==> config.mk <==
export PLATFORM = sky130hd
export DESIGN_NAME = mux_n_scan
export DESIGN_NICKNAME = d
export VERILOG_FILES = /design/src/rtl/mux_scan_pkg.sv /design/src/rtl/mux_scan_ctr.sv /design/src/rtl/mux_n_scan.sv
export SDC_FILE = /design/constraint.sdc
export NUM_CORES = 1
export LEC_CHECK = 0
export BUFFER_PORTS_ARGS = -buffer_cell sky130_fd_sc_hd__buf_2
export CORE_UTILIZATION = 55
export CTS_CLUSTER_DIAMETER = 60
export CTS_CLUSTER_SIZE = 30
export DETAILED_ROUTE_END_ITERATION = 6
export PLACE_DENSITY = 0.82
export SLEW_MARGIN = 0
export SYNTH_ARGS = -nofsm -noshare
export SYNTH_HDL_FRONTEND = slang
export SYNTH_HIERARCHICAL = 1
export SYNTH_SLANG_ARGS = --single-unit
==> constraint.sdc <==
create_clock -name clk -period 6.1 [get_ports clk]
set_clock_uncertainty 0.2 [all_clocks]
set_input_delay 0 -clock clk [delete_from_list [all_inputs] [get_ports clk]]
set_output_delay 0 -clock clk [all_outputs]
set_load 0.05 [all_outputs]
==> src/rtl/mux_scan_pkg.sv <==
// ----------------------------------------------------------------------------
// mux_scan_pkg
// Shared definitions for the mux_n_scan multiplexer and its scan counter.
//   MODE_MANUAL / MODE_SCAN : encodings of the 'mode' input
//   state_e                 : controller states IDLE, MANUAL, SCAN
// No ports (package).
// ----------------------------------------------------------------------------
package mux_scan_pkg;

   localparam logic MODE_MANUAL = 1'b0;
   localparam logic MODE_SCAN   = 1'b1;

   typedef enum logic [1:0] {
      IDLE   = 2'd0,
      MANUAL = 2'd1,
      SCAN   = 2'd2
   } state_e;

endpackage

==> src/rtl/mux_scan_ctr.sv <==
// ----------------------------------------------------------------------------
// mux_scan_ctr
// Dwell counter and round-robin channel index for scan mode. The counter
// runs 0..dwell_i on each channel; on the edge where it has reached dwell_i
// the counter clears and the index moves to the next enabled channel.
// A wrap flag is held for one step so the top can pulse 'wrap' in the cycle
// the wrapped index actually appears on the output.
// The optional channel mask (MUX_SCAN_MASK_EN in the top) arrives on mask_i;
// without it the top ties mask_i to all ones.
// Ports:
//   clk, rst      : clock, synchronous active-high reset
//   clr_i         : clear index/counter/wrap flag (manual mode)
//   step_i        : advance one scan cycle (enabled scan)
//   dwell_i       : cycles per channel minus one
//   mask_i        : per-channel scan enable
//   idx_o         : channel to capture this cycle (always an enabled one)
//   any_o         : at least one channel enabled
//   wrap_pend_o   : idx_o is the first index after a wrap
// ----------------------------------------------------------------------------
module mux_scan_ctr
   import mux_scan_pkg::*;
#(
   parameter  int CH      = 4,
   parameter  int DWELL_W = 8,
   localparam int SEL_W   = $clog2(CH)
) (
   input  logic               clk,
   input  logic               rst,
   input  logic               clr_i,
   input  logic               step_i,
   input  logic [DWELL_W-1:0] dwell_i,
   input  logic [CH-1:0]      mask_i,
   output logic [SEL_W-1:0]   idx_o,
   output logic               any_o,
   output logic               wrap_pend_o
);

   logic [DWELL_W-1:0] ctr_q, ctr_d;
   logic [SEL_W-1:0]   idx_q, idx_d;
   logic               pend_q, pend_d;
   logic [SEL_W-1:0]   cur_idx;
   logic [SEL_W-1:0]   nxt_idx;

   // First enabled channel strictly after 'from', wrapping at CH-1.
   // Returns 'from' when nothing is enabled.
   function automatic logic [SEL_W-1:0] next_en(input logic [SEL_W-1:0] from,
                                                input logic [CH-1:0]    m);
      logic [SEL_W-1:0] cand;
      logic [SEL_W-1:0] res;
      logic             found;
      cand  = from;
      res   = from;
      found = 1'b0;
      for (int k = 0; k < CH; k++) begin
         cand = (cand == SEL_W'(CH - 1)) ? '0 : cand + 1'b1;
         if (!found && m[cand]) begin
            res   = cand;
            found = 1'b1;
         end
      end
      return res;
   endfunction

   // If the mask changed under the current index, snap forward to the next
   // enabled channel so the captured channel is always an enabled one.
   assign cur_idx     = mask_i[idx_q] ? idx_q : next_en(idx_q, mask_i);
   assign nxt_idx     = next_en(cur_idx, mask_i);
   assign any_o       = |mask_i;
   assign idx_o       = cur_idx;
   assign wrap_pend_o = pend_q;

   always_comb begin
      ctr_d  = ctr_q;
      idx_d  = idx_q;
      pend_d = pend_q;
      if (clr_i) begin
         ctr_d  = '0;
         idx_d  = '0;
         pend_d = 1'b0;
      end else if (step_i) begin
         if (!any_o) begin
            pend_d = 1'b0;
         end else if (ctr_q >= dwell_i) begin
            // '>=' so a dwell shrunk below the running count advances now.
            ctr_d  = '0;
            idx_d  = nxt_idx;
            pend_d = (nxt_idx <= cur_idx);
         end else begin
            ctr_d  = ctr_q + 1'b1;
            idx_d  = cur_idx;
            pend_d = 1'b0;
         end
      end
   end

   always_ff @(posedge clk) begin
      if (rst) begin
         ctr_q  <= '0;
         idx_q  <= '0;
         pend_q <= 1'b0;
      end else begin
         ctr_q  <= ctr_d;
         idx_q  <= idx_d;
         pend_q <= pend_d;
      end
   end

endmodule

==> src/rtl/mux_n_scan.sv <==
// ----------------------------------------------------------------------------
// mux_n_scan
// Parametrised CH:1 multiplexer with registered output. Manual mode selects
// the channel from 'sel'; scan mode steps round-robin with a programmable
// dwell time per channel (mux_scan_ctr).
// Optional build macro MUX_SCAN_MASK_EN adds input chan_mask[CH-1:0] that
// restricts which channels are scanned; manual mode ignores it.
// Ports:
//   clk, rst   : clock, synchronous active-high reset (priority over all)
//   en         : global enable, low freezes all state
//   mode       : MODE_MANUAL / MODE_SCAN
//   sel        : manual channel select
//   dwell      : scan cycles per channel minus one
//   in_data    : packed inputs, channel k at [k*W +: W]
//   chan_mask  : scan channel enables (MUX_SCAN_MASK_EN only)
//   out_data   : registered selected data
//   out_ch     : channel that produced out_data
//   out_valid  : out_data/out_ch updated this cycle
//   wrap       : pulse on the first output after the scan index wraps
//   sel_err    : pulse when manual sel >= CH
// ----------------------------------------------------------------------------
module mux_n_scan
   import mux_scan_pkg::*;
#(
   parameter  int CH      = 4,
   parameter  int W       = 8,
   parameter  int DWELL_W = 8,
   localparam int SEL_W   = $clog2(CH)
) (
   input  logic               clk,
   input  logic               rst,
   input  logic               en,
   input  logic               mode,
   input  logic [SEL_W-1:0]   sel,
   input  logic [DWELL_W-1:0] dwell,
   input  logic [CH*W-1:0]    in_data,
`ifdef MUX_SCAN_MASK_EN
   input  logic [CH-1:0]      chan_mask,
`endif
   output logic [W-1:0]       out_data,
   output logic [SEL_W-1:0]   out_ch,
   output logic               out_valid,
   output logic               wrap,
   output logic               sel_err
);

   localparam int NSEL = 1 << SEL_W;

   state_e           state_q, state_d;
   logic [W-1:0]     out_data_q, out_data_d;
   logic [SEL_W-1:0] out_ch_q, out_ch_d;
   logic             valid_q, valid_d;
   logic             wrap_q, wrap_d;
   logic             sel_err_q, sel_err_d;

   logic [W-1:0]     ch_data [NSEL];
   logic             sel_bad;
   logic [CH-1:0]    mask_eff;
   logic [SEL_W-1:0] scan_idx;
   logic             scan_any;
   logic             scan_wrap;

   // Unpack channels; pad up to a power of two so any sel value indexes a
   // defined entry (padding is never captured, sel_bad blocks it).
   generate
      for (genvar gi = 0; gi < NSEL; gi++) begin : g_ch
         if (gi < CH) begin : g_real
            assign ch_data[gi] = in_data[gi*W +: W];
         end else begin : g_pad
            assign ch_data[gi] = '0;
         end
      end
   endgenerate

   generate
      if (NSEL == CH) begin : g_sel_full
         assign sel_bad = 1'b0;
      end else begin : g_sel_part
         assign sel_bad = (sel > SEL_W'(CH - 1));
      end
   endgenerate

`ifdef MUX_SCAN_MASK_EN
   assign mask_eff = chan_mask;
`else
   assign mask_eff = '1;
`endif

   // Manual mode keeps the scan position at 0, so entering scan always
   // starts on channel 0 with a fresh dwell count and no wrap pending.
   mux_scan_ctr #(
      .CH      (CH),
      .DWELL_W (DWELL_W)
   ) u_ctr (
      .clk         (clk),
      .rst         (rst),
      .clr_i       (en && (mode == MODE_MANUAL)),
      .step_i      (en && (mode == MODE_SCAN)),
      .dwell_i     (dwell),
      .mask_i      (mask_eff),
      .idx_o       (scan_idx),
      .any_o       (scan_any),
      .wrap_pend_o (scan_wrap)
   );

   // The edge that leaves IDLE already captures, so manual latency is one
   // cycle from the first enabled cycle.
   always_comb begin
      state_d    = state_q;
      out_data_d = out_data_q;
      out_ch_d   = out_ch_q;
      valid_d    = 1'b0;
      wrap_d     = 1'b0;
      sel_err_d  = 1'b0;

      if (en) begin
         state_d = (mode == MODE_SCAN) ? SCAN : MANUAL;
      end

      if (en) begin
         case (state_d)
            MANUAL: begin
               if (sel_bad) begin
                  sel_err_d = 1'b1;
               end else begin
                  out_data_d = ch_data[sel];
                  out_ch_d   = sel;
                  valid_d    = 1'b1;
               end
            end
            SCAN: begin
               if (scan_any) begin
                  out_data_d = ch_data[scan_idx];
                  out_ch_d   = scan_idx;
                  valid_d    = 1'b1;
                  wrap_d     = scan_wrap;
               end
            end
            default: ;
         endcase
      end
   end

   always_ff @(posedge clk) begin
      if (rst) begin
         state_q    <= IDLE;
         out_data_q <= '0;
         out_ch_q   <= '0;
         valid_q    <= 1'b0;
         wrap_q     <= 1'b0;
         sel_err_q  <= 1'b0;
      end else begin
         state_q    <= state_d;
         out_data_q <= out_data_d;
         out_ch_q   <= out_ch_d;
         valid_q    <= valid_d;
         wrap_q     <= wrap_d;
         sel_err_q  <= sel_err_d;
      end
   end

   assign out_data  = out_data_q;
   assign out_ch    = out_ch_q;
   assign out_valid = valid_q;
   assign wrap      = wrap_q;
   assign sel_err   = sel_err_q;

endmodule

==> results.rst, run 1 <==
.. list-table::
   :header-rows: 1

   * - Metric
     - Value
   * - Overall power after layout
     - 0.487 mW
   * - CTS Root Buffer Type
     - sky130_fd_sc_hd__clkbuf_8
   * - Worst-case headroom to the max-slew limit
     - 0.539
   * - Ys Warns
     - 6
   * - Area share of the largest cell type after synthesis
     - 0.210
   * - Flip-flop and latch area
     - 500 sq um
   * - First-pass GRT wire length
     - 8650 microns
   * - Crit. End Element
     - flip-flop
   * - Most frequent cells after synthesis
     - 25 x sky130_fd_sc_hd__dfxtp_1, 24 x sky130_fd_sc_hd__mux2i_1, 19 x sky130_fd_sc_hd__a21oi_1, 19 x sky130_fd_sc_hd__nor2_1, 15 x sky130_fd_sc_hd__inv_1
   * - Chip height
     - 67.9 microns
   * - CTS sink count
     - 25
   * - Fmax
     - 0.245 GHz
   * - Time the final worst path needs with I/O delays and setup
     - 4.09 ns
   * - Number of slew-limit violations in the final report
     - 0
   * - Placed cell area
     - 2650 sq um
   * - Largest cells by area after synthesis
     - sky130_fd_sc_hd__dfxtp_1 21%, sky130_fd_sc_hd__mux2i_1 10%, sky130_fd_sc_hd__ha_1 7.3%
   * - Worst r2r path cells
     - 13
   * - Worst Hold End
     - out_data[4]
   * - Via count
     - 2246
   * - Worst slack on hold paths
     - 0.00738 ns
   * - Clock tree from TritonCTS
     - done
   * - Launch instance of the worst min-delay path
     - in_data[4]
   * - Least-Margin Pin Slew
     - 0.691 ns
   * - Netlist Area Pre-Place
     - 2390 sq um
   * - DRC Markers
     - 0
   * - Maximum number of pins on one net before global-route repair
     - 23
   * - Total gr overflow
     - 0
   * - Total I/O pin count
     - 59
   * - Effective utilization at floorplan
     - 0.584
   * - Nets
     - 389
   * - Count of max-cap constraint violations
     - 0
   * - Detailed placement HPWL
     - 4040 microns
   * - Final clock period utilization by the worst path
     - 0.670
   * - IO Port Bufs
     - 57
   * - Final Non-Filler Cells
     - 378
   * - Count of flip-flops with a built-in enable after synthesis
     - 0
   * - Cell type with the largest total area after synthesis
     - sky130_fd_sc_hd__dfxtp_1
   * - Class of the worst hold path
     - primary input to flip-flop
   * - Placed Instances
     - 369
   * - Total count of hold-check failures in the final report
     - 0
   * - Ant. Diodes
     - 0
   * - Seq cells post-synth
     - 25
   * - Number of buffers created by CTS
     - 3
   * - Portion of the post-synthesis area used by sequential elements
     - 0.210
   * - Post-route antenna net violation count
     - 0
   * - Post-synthesis area per instance
     - 8.78 sq um
   * - Main synth FF type
     - sky130_fd_sc_hd__dfxtp_1
   * - Register clock-pin slew on the reported worst setup and hold paths
     - 0.10 ns
   * - Unrepaired setup endpoints after global routing
     - no
   * - Post-CTS repair timing setup buffer count
     - 0
   * - DRT Wirelength
     - 5470 microns
   * - Via count of the first global-routing pass
     - 1980
   * - PD cells
     - 177 nW/um^2
   * - Design Area, Final
     - 2750 sq um
   * - Lkg Pwr
     - 1.21 nW
   * - Final routed wire length divided by cell count
     - 14.5 microns
   * - Worst-Skew Late Latency
     - 0.27 ns
   * - Required arrival time at the worst endpoint
     - 6.10 ns
   * - Worst slack after detailed placement
     - 2.05 ns
   * - Final core utilization
     - 0.672
   * - Cells resized by post-CTS repair
     - 0
   * - Post-CTS Hold Fix Bufs
     - 5
   * - Global-route total usage across every layer
     - 0.243
   * - Number of instances in the synthesized netlist
     - 272
   * - Worst-case setup margin in the final layout
     - 2.01 ns
   * - Most frequent cell after synthesis
     - sky130_fd_sc_hd__dfxtp_1
   * - Setup crit start kind
     - flip-flop
   * - Count of H-tree levels built during CTS
     - 1
   * - TritonRoute pass-1 iters
     - 4
   * - Multi-input logic area
     - 1740 sq um
   * - VDD IR-drop max
     - 0.0954 mV
   * - Fraction of registers with async set/reset
     - 0
   * - Fraction of final layout cells sized beyond drive strength 1
     - 0.238
   * - Final estimated routing congestion in global placement
     - 0.888
   * - Number of antenna violations at the first check in global routing
     - 0
   * - Setup slack, reg-to-reg
     - 2.01 ns
   * - Worst hold path stage count
     - 4
   * - Filler instances
     - 343
   * - Full die area
     - 4610 sq um
   * - Outcome
     - finished, final reports clean
   * - Crit path max fanout
     - 20
   * - DR iter-0 viols
     - 96
   * - Capturing point of the worst reg2reg path
     - u_ctr/wrap_pend_o
   * - Critical R2R Launch
     - u_ctr/idx_q[0]
   * - Setup violators final
     - 0
   * - Layout Area Growth over Synthesis
     - 15.1%
   * - Number of unique standard cell types used by synthesis
     - 58
   * - Average vias per placed instance
     - 5.94
   * - Std cell rows
     - 23
   * - Die width
     - 67.9 microns
   * - Sum of negative setup slack
     - 0 ns
   * - Arrival time reported for the critical path endpoint
     - 4.09 ns
   * - Critical path start-end classification
     - flip-flop to flip-flop
   * - Max Buffers Root-to-Sink
     - 2
   * - Floorplan core area
     - 4090 sq um
[registers in the layout, summed over array words and instances, names as in the netlist]
register           count
u_ctr/idx_q            2
out_ch                 2
wrap                   1
out_valid              1
out_data               8
state_q                2
u_ctr/ctr_q            8
u_ctr/wrap_pend_o      1
[cells by family (layout without fill, tap and decap cells)]
family	Yosys count	count (layout)	synth area share
AO/OA/AOI/OAI	77	77	0.240
AND/OR/NAND/NOR	66	66	0.152
multiplexers	45	45	0.215
buffers and inverters	35	82	0.0770
flip-flops	25	25	0.210
adder cells (fa/ha/maj)	14	14	0.0734
XOR/XNOR	8	8	0.0294
other	2	11	0.00315
[cell type report]
class | count | share of cell area
tap | 50 | 0.0228
timing repair buffer | 63 | 0.125
clock buffer | 3 | 0.0150
clock inverter | 1 | 0.00273
multi-input combinational | 221 | 0.632
inverter | 15 | 0.0205
sequential | 25 | 0.182
[worst max-delay path, cell delays in order, from the launching register on]
cell and delay, ns:
sky130_fd_sc_hd__dfxtp_1 0.77, sky130_fd_sc_hd__ha_1 0.48, sky130_fd_sc_hd__xnor2_1 0.34, sky130_fd_sc_hd__o221ai_1 0.16
sky130_fd_sc_hd__a221oi_1 0.33, sky130_fd_sc_hd__nor4_1 0.13, sky130_fd_sc_hd__nor3_4 0.33, sky130_fd_sc_hd__mux2i_1 0.26
sky130_fd_sc_hd__a22oi_2 0.07, sky130_fd_sc_hd__and2_1 0.18, sky130_fd_sc_hd__ha_1 0.27, sky130_fd_sc_hd__a21oi_1 0.06
sky130_fd_sc_hd__or3_1 0.30, sky130_fd_sc_hd__a21oi_1 0.15
[worst max-delay path by stage]
stage / from / slack [ns] / to
floorplan: u_ctr/idx_q[1] / 2.76 / u_ctr/wrap_pend_o
global placement: u_ctr/idx_q[0] / 2.10 / u_ctr/wrap_pend_o
detailed placement: u_ctr/idx_q[0] / 2.05 / u_ctr/wrap_pend_o
CTS: u_ctr/idx_q[0] / 2.02 / u_ctr/wrap_pend_o
global route: u_ctr/idx_q[0] / 1.59 / u_ctr/wrap_pend_o
finish: u_ctr/idx_q[0] / 2.01 / u_ctr/wrap_pend_o
[power breakdown]
part           switching [mW]  total, mW  internal, mW
combinational           0.119      0.207        0.0878
clock                  0.0554      0.102        0.0464
sequential            0.00712      0.178         0.171
[metal layers]
metal  part of all wire  global-route usage
met4              0.015              0.0938
met2               0.50               0.431
met5                  0                   0
met1               0.44               0.290
met3              0.039              0.0383
[cell usage in the layout, fill, tap and decap left out, types with 9 or more instances in the layout]
cell type                 instances
sky130_fd_sc_hd__buf_2           57
sky130_fd_sc_hd__dfxtp_1         25
sky130_fd_sc_hd__mux2i_1         24
sky130_fd_sc_hd__a21oi_1         19
sky130_fd_sc_hd__nor2_1          19
sky130_fd_sc_hd__inv_1           15
sky130_fd_sc_hd__mux2_1          14
sky130_fd_sc_hd__ha_1            14
sky130_fd_sc_hd__conb_1          11
sky130_fd_sc_hd__nand2_1          9
No activity file was read; power rests on OpenSTA's default activity.
==> inputs of run 2 (changes only) <==
--- a/config.mk
+++ b/config.mk
@@ -5,12 +5,13 @@
 export SDC_FILE = /design/constraint.sdc
 export NUM_CORES = 1
 export LEC_CHECK = 0
+export ABC_AREA = 1
 export BUFFER_PORTS_ARGS = -buffer_cell sky130_fd_sc_hd__buf_2
 export CORE_UTILIZATION = 55
 export CTS_CLUSTER_DIAMETER = 60
 export CTS_CLUSTER_SIZE = 30
 export DETAILED_ROUTE_END_ITERATION = 6
-export PLACE_DENSITY = 0.82
+export PLACE_DENSITY = 0.81
 export SLEW_MARGIN = 0
 export SYNTH_ARGS = -nofsm -noshare
 export SYNTH_HDL_FRONTEND = slang
==> constraint.sdc (replaced) <==
create_clock -name clk -period 3.9 [get_ports clk]
set_clock_uncertainty 0.2 [all_clocks]
set_input_delay 0 -clock clk [delete_from_list [all_inputs] [get_ports clk]]
set_output_delay 0 -clock clk [all_outputs]
set_load 0.05 [all_outputs]
==> run 2 against run 1 <==
Effect of this change: critical path type unchanged; highest routed layer unchanged; area after synthesis is 6.8% higher; first-iteration DRC count rose to 2.8 times the previous value; global-route usage up 3.5 points; largest power group unchanged; the run now ends with negative hold slack left; core utilization grew 2.2 points; sequential share of layout area down 1.9 points; largest cell class unchanged.
==> results.rst, run 2 <==
.. list-table::
   :header-rows: 1

   * - Metric
     - Value
   * - Outcome
     - complete, but fails checks
   * - Violations in the final reports
     - negative hold slack
   * - Final estimated routing congestion in global placement
     - 0.920
   * - Crit path max fanout
     - 11
   * - PD cells
     - 284 nW/um^2
   * - Highest-count cells in the layout ignoring fill and taps
     - 150 x sky130_fd_sc_hd__nand2_1, 85 x sky130_fd_sc_hd__nand3_1, 57 x sky130_fd_sc_hd__buf_2
   * - Crit. End Element
     - flip-flop
   * - Chip height
     - 70.1 microns
   * - Final Non-Filler Cells
     - 574
   * - Max incr delay on CP
     - 0.37 ns
   * - Maximum number of pins on one net before global-route repair
     - 22
   * - Relative contribution of combinational cells to total power
     - 0.514
   * - Buffers plus inverters on the worst setup path
     - 3
   * - Ant. Diodes
     - 0
   * - Arrival time reported for the critical path endpoint
     - 3.51 ns
   * - Detailed placement HPWL
     - 4780 microns
   * - DRC Markers
     - 0
   * - Global-route total usage across every layer
     - 0.277
   * - Placed Instances
     - 559
   * - Filler instances
     - 423
   * - Number of instances in the synthesized netlist
     - 440
   * - Cell-internal power
     - 0.496 mW
   * - CP max-delay cell
     - sky130_fd_sc_hd__ha_1
   * - Register clock-pin slew on the reported worst setup and hold paths
     - 0.08 ns
   * - Multi-input logic area
     - 1820 sq um
   * - Netlist Area Pre-Place
     - 2550 sq um
   * - Count of H-tree levels built during CTS
     - 1
   * - CTS sink count
     - 25
   * - Most frequent cells after synthesis
     - 150 x sky130_fd_sc_hd__nand2_1, 85 x sky130_fd_sc_hd__nand3_1, 45 x sky130_fd_sc_hd__inv_1, 25 x sky130_fd_sc_hd__dfxtp_1, 22 x sky130_fd_sc_hd__a21oi_1
   * - Area share of the largest cell type after synthesis
     - 0.221
   * - Count of flip-flops with a built-in enable after synthesis
     - 0
   * - Effective utilization at floorplan
     - 0.578
   * - Lkg Pwr
     - 1.70 nW
   * - Flip-flop and latch area
     - 502 sq um
   * - Clock Power Share
     - 0.170
   * - Post-CTS repair timing setup buffer count
     - 0
   * - Layout Area Growth over Synthesis
     - 20.3%
   * - Setup crit start kind
     - flip-flop
   * - Max Buffers Root-to-Sink
     - 2
   * - Class of the worst hold path
     - primary input to flip-flop
   * - Ys Warns
     - 6
   * - Cell family with the largest share of critical-path delay
     - simple AND/OR/NAND/NOR gates
   * - Number of buffers created by CTS
     - 3
   * - Most common library cell in the layout ignoring fill and taps
     - sky130_fd_sc_hd__nand2_1
   * - CTS Root Buffer Type
     - sky130_fd_sc_hd__clkbuf_8
   * - Floorplan core area
     - 4410 sq um
   * - Die width
     - 70.1 microns
   * - Number of slew-limit violations in the final report
     - 0
   * - Setup violators final
     - 0
   * - Final routed wire length divided by cell count
     - 11.3 microns
   * - Total gr overflow
     - 0
   * - Number of unique standard cell types used by synthesis
     - 34
   * - Main synth FF type
     - sky130_fd_sc_hd__dfxtp_1
   * - Sum of negative setup slack
     - 0 ns
   * - Switching portion of total power
     - 0.429
   * - Via count
     - 2968
   * - Std cell rows
     - 24
   * - Largest cells by area after synthesis
     - sky130_fd_sc_hd__nand2_1 22%, sky130_fd_sc_hd__dfxtp_1 20%, sky130_fd_sc_hd__nand3_1 17%
   * - Least-Margin Pin Slew
     - 0.494 ns
   * - Worst-Skew Late Latency
     - 0.27 ns
   * - Final core utilization
     - 0.695
   * - Time the final worst path needs with I/O delays and setup
     - 3.51 ns
   * - Worst-case headroom to the max-slew limit
     - 0.669
   * - Total I/O pin count
     - 59
   * - Fmax
     - 0.285 GHz
   * - Cell type with the largest total area after synthesis
     - sky130_fd_sc_hd__nand2_1
   * - DR iter-0 viols
     - 264
   * - Total count of hold-check failures in the final report
     - 1
   * - CP dominant cell by count
     - sky130_fd_sc_hd__nand2_1
   * - Seq cells post-synth
     - 25
   * - Worst slack on hold paths
     - -0.000319 ns
   * - Critical path start-end classification
     - flip-flop to flip-flop
   * - DRT Wirelength
     - 6470 microns
   * - Post-route antenna net violation count
     - 0
   * - Unrepaired setup endpoints after global routing
     - no
   * - Design Area, Final
     - 3070 sq um
   * - Nets
     - 583
   * - Switching component of the power
     - 0.373 mW
   * - Final clock period utilization by the worst path
     - 0.900
   * - Portion of the post-synthesis area used by sequential elements
     - 0.196
   * - Most frequent cell after synthesis
     - sky130_fd_sc_hd__nand2_1
   * - Via count of the first global-routing pass
     - 2774
   * - TritonRoute pass-1 iters
     - 5
   * - IO Port Bufs
     - 57
   * - Count of max-cap constraint violations
     - 0
   * - Required arrival time at the worst endpoint
     - 3.90 ns
   * - Post-synthesis area per instance
     - 5.80 sq um
   * - Placed cell area
     - 2910 sq um
   * - VDD IR-drop max
     - 0.157 mV
   * - Average vias per placed instance
     - 5.17
   * - Number of antenna violations at the first check in global routing
     - 0
   * - Full die area
     - 4910 sq um
   * - Relative contribution of sequential cells to total power
     - 0.315
   * - First-pass GRT wire length
     - 11400 microns
   * - Fraction of final layout cells sized beyond drive strength 1
     - 0.199
   * - Fraction of registers with async set/reset
     - 0
   * - Clock tree from TritonCTS
     - done
## run 2: cell types whose count changed in the layout (fill, tap and decap cells not counted), sizes merged, moves of 11 or more
cell	before	now
mux2	19	0
nand3	5	90
conb	11	22
nand2	9	163
mux2i	24	0
inv	15	56
## run 2: power groups by stage
stage | Sequential [mW] | Combinational, mW | Clock (mW)
final | 0.274 | 0.447 | 0.148
after global routing | 0.276 | 0.508 | 0.162
after CTS | 0.274 | 0.441 | 0.151
after detailed placement | 0.280 | 0.428 | 0
after global placement | 0.279 | 0.416 | 0
after floorplan | 0.313 | 0.309 | 0
## run 2: timing repair
item	CTS	global route
gates resized for setup	0	1
hold endpoints to repair	16	0
setup endpoints to repair	0	1
hold buffers	11	0
## run 2: area by class of cell
cell class                 count  share of cell area
multi-input combinational    364               0.592
sequential                    25               0.164
timing repair buffer          72               0.139
inverter                      57              0.0698
tap                           52              0.0212
clock buffer                   4              0.0147
## run 2: through the flow
| step | setup slack (ns) | total power [mW] |
|---|---|---|
| 2_1_floorplan | 0.837 | 0.622 |
| 3_3_place_gp | 0.613 | 0.696 |
| 3_5_place_dp | 0.416 | 0.708 |
| 4_1_cts | 0.386 | 0.866 |
| 5_1_grt | 0.0519 | 0.946 |
| 6_report | 0.389 | 0.870 |
## run 2: path summary, 6_finish.rpt
check                           slack, ns         startpoint                 to  cells past startpoint
worst max-delay path                 0.39     u_ctr/idx_q[1]  u_ctr/wrap_pend_o                     26
worst min-delay path              -0.0003        in_data[19]        out_data[3]                      7
worst max register to register       0.39     u_ctr/idx_q[1]  u_ctr/wrap_pend_o                     26
worst min register to register       0.28  u_ctr/wrap_pend_o               wrap                      2
## run 2: worst register-to-register path, cell delays in order (launching register included)
cell                      delay, ns
sky130_fd_sc_hd__dfxtp_2       0.35
sky130_fd_sc_hd__ha_1          0.37
sky130_fd_sc_hd__inv_2         0.08
sky130_fd_sc_hd__nand2_1       0.12
sky130_fd_sc_hd__nand2_1       0.10
sky130_fd_sc_hd__nor2_2        0.14
sky130_fd_sc_hd__nor2_4        0.06
sky130_fd_sc_hd__nand3_1       0.08
sky130_fd_sc_hd__nand2_1       0.07
sky130_fd_sc_hd__inv_2         0.08
sky130_fd_sc_hd__nand2_4       0.06
sky130_fd_sc_hd__nand2_2       0.17
sky130_fd_sc_hd__nand3_1       0.18
sky130_fd_sc_hd__nand2_2       0.11
sky130_fd_sc_hd__nand2_2       0.06
sky130_fd_sc_hd__nand2_2       0.09
sky130_fd_sc_hd__nor2_4        0.04
sky130_fd_sc_hd__nand2_1       0.07
sky130_fd_sc_hd__nand2_1       0.06
sky130_fd_sc_hd__nand2_1       0.08
sky130_fd_sc_hd__nand2_1       0.06
sky130_fd_sc_hd__ha_1          0.30
sky130_fd_sc_hd__inv_1         0.06
sky130_fd_sc_hd__nor2_1        0.03
sky130_fd_sc_hd__o21ai_0       0.16
sky130_fd_sc_hd__nand3_1       0.10
sky130_fd_sc_hd__a21oi_1       0.15
## run 2: metal layers
layer / vias up / share of wire / global-route usage
met4: 0 / 0.036 / 0.140
li1: 1545 / - / -
met3: 23 / 0.063 / 0.0418
met1: 1287 / 0.43 / 0.330
met5: - / 0 / 0
met2: 113 / 0.47 / 0.481
## run 2: logic make-up (layout without fill, tap and decap cells)
family                     Yosys count  in the layout  share of synthesized area
adders and majority gates           14             14                     0.0687
other                                2             22                    0.00295
and+or+nand+nor                    286            286                      0.511
xor gates and xnor gates             5              5                     0.0172
buffers and inverters               71            133                      0.121
AOI/OAI and AO/OA                   37             37                     0.0824
DFF                                 25             25                      0.196
==> inputs of run 3 (changes only) <==
--- a/config.mk
+++ b/config.mk
@@ -6,7 +6,7 @@
 export NUM_CORES = 1
 export LEC_CHECK = 0
 export ABC_AREA = 1
-export BUFFER_PORTS_ARGS = -buffer_cell sky130_fd_sc_hd__buf_2
+export BUFFER_PORTS_ARGS = -buffer_cell sky130_fd_sc_hd__clkbuf_2
 export CORE_UTILIZATION = 55
 export CTS_CLUSTER_DIAMETER = 60
 export CTS_CLUSTER_SIZE = 30
==> run 3 against run 2 <==
Effect of this change: the run still ends with negative hold slack left; global-route usage is 0.98 points lower; count of clock-buffer cells in the layout unchanged; final cell count down 0.52%; critical path type unchanged; critical endpoint unchanged; largest power group unchanged.
==> results.rst, run 3 (synthesis gave the netlist of run 2 again) <==
.. list-table::
   :header-rows: 1

   * - Metric
     - Value
   * - First-pass GRT wire length
     - 10900 microns
   * - Ant. Diodes
     - 0
   * - Count of H-tree levels built during CTS
     - 1
   * - Flip-flop and latch area
     - 500 sq um
   * - Setup crit start kind
     - flip-flop
   * - Count of max-cap constraint violations
     - 0
   * - Capturing point of the worst reg2reg path
     - u_ctr/wrap_pend_o
   * - Worst r2r path cells
     - 25
   * - Setup violators final
     - 0
   * - Required arrival time at the worst endpoint
     - 3.90 ns
   * - Number of slew-limit violations in the final report
     - 0
   * - Launch instance of the worst min-delay path
     - in_data[9]
   * - DRT Wirelength
     - 6170 microns
   * - Effective utilization at floorplan
     - 0.578
   * - Max Buffers Root-to-Sink
     - 2
   * - Via count of the first global-routing pass
     - 2715
   * - PD cells
     - 285 nW/um^2
   * - Chip height
     - 70.1 microns
   * - Critical R2R Launch
     - u_ctr/idx_q[1]
   * - CP dominant cell by count
     - sky130_fd_sc_hd__nand2_1
   * - Worst hold path stage count
     - 7
   * - Total I/O pin count
     - 59
   * - Post-CTS repair timing setup buffer count
     - 0
   * - Fmax
     - 0.287 GHz
   * - Crit path max fanout
     - 11
   * - Total number of cells along the worst setup path
     - 25
   * - Highest-count cells in the layout ignoring fill and taps
     - 150 x sky130_fd_sc_hd__nand2_1, 85 x sky130_fd_sc_hd__nand3_1, 57 x sky130_fd_sc_hd__clkbuf_2
   * - Violations in the final reports
     - negative hold slack
   * - Final estimated routing congestion in global placement
     - 0.943
   * - Average vias per placed instance
     - 5.07
   * - Filler instances
     - 420
   * - Crit. End Element
     - flip-flop
   * - Full die area
     - 4910 sq um
   * - Time the final worst path needs with I/O delays and setup
     - 3.48 ns
   * - Arrival time reported for the critical path endpoint
     - 3.48 ns
   * - Fraction of final layout cells sized beyond drive strength 1
     - 0.200
   * - Outcome
     - complete, but fails checks
   * - Worst-Skew Late Latency
     - 0.27 ns
   * - Nets
     - 580
   * - DR iter-0 viols
     - 208
   * - Number of buffers created by CTS
     - 3
   * - DRC Markers
     - 0
   * - Global-route total usage across every layer
     - 0.268
   * - TritonRoute pass-1 iters
     - 5
   * - Maximum number of pins on one net before global-route repair
     - 22
   * - Max incr delay on CP
     - 0.40 ns
   * - VDD IR-drop max
     - 0.134 mV
   * - Multi-input logic area
     - 1820 sq um
   * - Layout Area Growth over Synthesis
     - 19.1%
   * - Number of antenna violations at the first check in global routing
     - 0
   * - Via count
     - 2896
   * - Worst Hold End
     - out_data[1]
   * - Clock tree from TritonCTS
     - done
   * - Most common library cell in the layout ignoring fill and taps
     - sky130_fd_sc_hd__nand2_1
   * - CTS sink count
     - 25
   * - IO Port Bufs
     - 57
   * - Detailed placement HPWL
     - 4750 microns
   * - Lkg Pwr
     - 1.68 nW
   * - CTS Root Buffer Type
     - sky130_fd_sc_hd__clkbuf_8
   * - Final routed wire length divided by cell count
     - 10.8 microns
   * - Unrepaired setup endpoints after global routing
     - no
   * - Sum of negative setup slack
     - 0 ns
   * - Std cell rows
     - 24
   * - Class of the worst hold path
     - primary input to flip-flop
   * - Worst slack on hold paths
     - -0.000502 ns
   * - Die width
     - 70.1 microns
   * - Total gr overflow
     - 0
   * - Register clock-pin slew on the reported worst setup and hold paths
     - 0.08 ns
   * - Critical path start-end classification
     - flip-flop to flip-flop
   * - Final clock period utilization by the worst path
     - 0.892
   * - Setup slack, reg-to-reg
     - 0.42 ns
   * - Post-route antenna net violation count
     - 0
   * - Floorplan core area
     - 4410 sq um
   * - Total count of hold-check failures in the final report
     - 1
   * - Cell family with the largest share of critical-path delay
     - simple AND/OR/NAND/NOR gates
   * - Buffers plus inverters on the worst setup path
     - 2
   * - CP max-delay cell
     - sky130_fd_sc_hd__dfxtp_1
-- run 3: worst min-delay path: stages --
cell and delay [ns]:
sky130_fd_sc_hd__clkbuf_2 0.09, sky130_fd_sc_hd__nand2_1 0.05, sky130_fd_sc_hd__nand3_1 0.07, sky130_fd_sc_hd__nand3_1 0.06
sky130_fd_sc_hd__nand3_1 0.09, sky130_fd_sc_hd__nand2_1 0.05, sky130_fd_sc_hd__inv_1 0.04
-- run 3: layout make-up --
class | instances | share of cell area
multi-input combinational | 364 | 0.598
sequential | 25 | 0.165
clock buffer | 4 | 0.0148
tap | 52 | 0.0214
inverter | 57 | 0.0704
timing repair buffer | 69 | 0.130
-- run 3: where the power goes --
part	switching (mW)	internal [mW]	total (mW)
sequential	0.00647	0.268	0.274
clock	0.0740	0.0730	0.147
combinational	0.290	0.154	0.444
total	0.371	0.495	0.866
-- run 3: timing repair --
item / 4_1_cts / 5_1_grt
endpoints found under the setup margin: 0 / 1
gates resized for setup: 0 / 1
hold endpoints to repair: 13 / 0
hold buffers: 8 / 0
-- run 3: worst max path at each step --
stage / slack [ns] / startpoint / endpoint
after floorplan: 0.84 / u_ctr/idx_q[0] / u_ctr/wrap_pend_o
after global placement: 0.61 / u_ctr/idx_q[1] / u_ctr/wrap_pend_o
after detailed placement: 0.44 / u_ctr/idx_q[1] / u_ctr/wrap_pend_o
after CTS: 0.42 / u_ctr/idx_q[1] / u_ctr/wrap_pend_o
after global routing: 0.01 / u_ctr/idx_q[1] / u_ctr/wrap_pend_o
final: 0.42 / u_ctr/idx_q[1] / u_ctr/wrap_pend_o
-- run 3: per-layer routing --
layer | part of all wire | GRT usage
met3 | 0.061 | 0.0375
met2 | 0.47 | 0.485
met1 | 0.44 | 0.309
met5 | 0 | 0
met4 | 0.032 | 0.120
-- run 3: through the flow --
step                       util  setup slack [ns]  power (mW)  instances  cell area [sq um]
after floorplan               -             0.837       0.622        460               2630
after global placement    0.659             0.609       0.696        559               2910
after detailed placement  0.659             0.444       0.707        559               2910
after global routing      0.688            0.0148       0.943        571               3040
after CTS                 0.688             0.418       0.863        571               3040
final                     0.688             0.421       0.866        571               3040
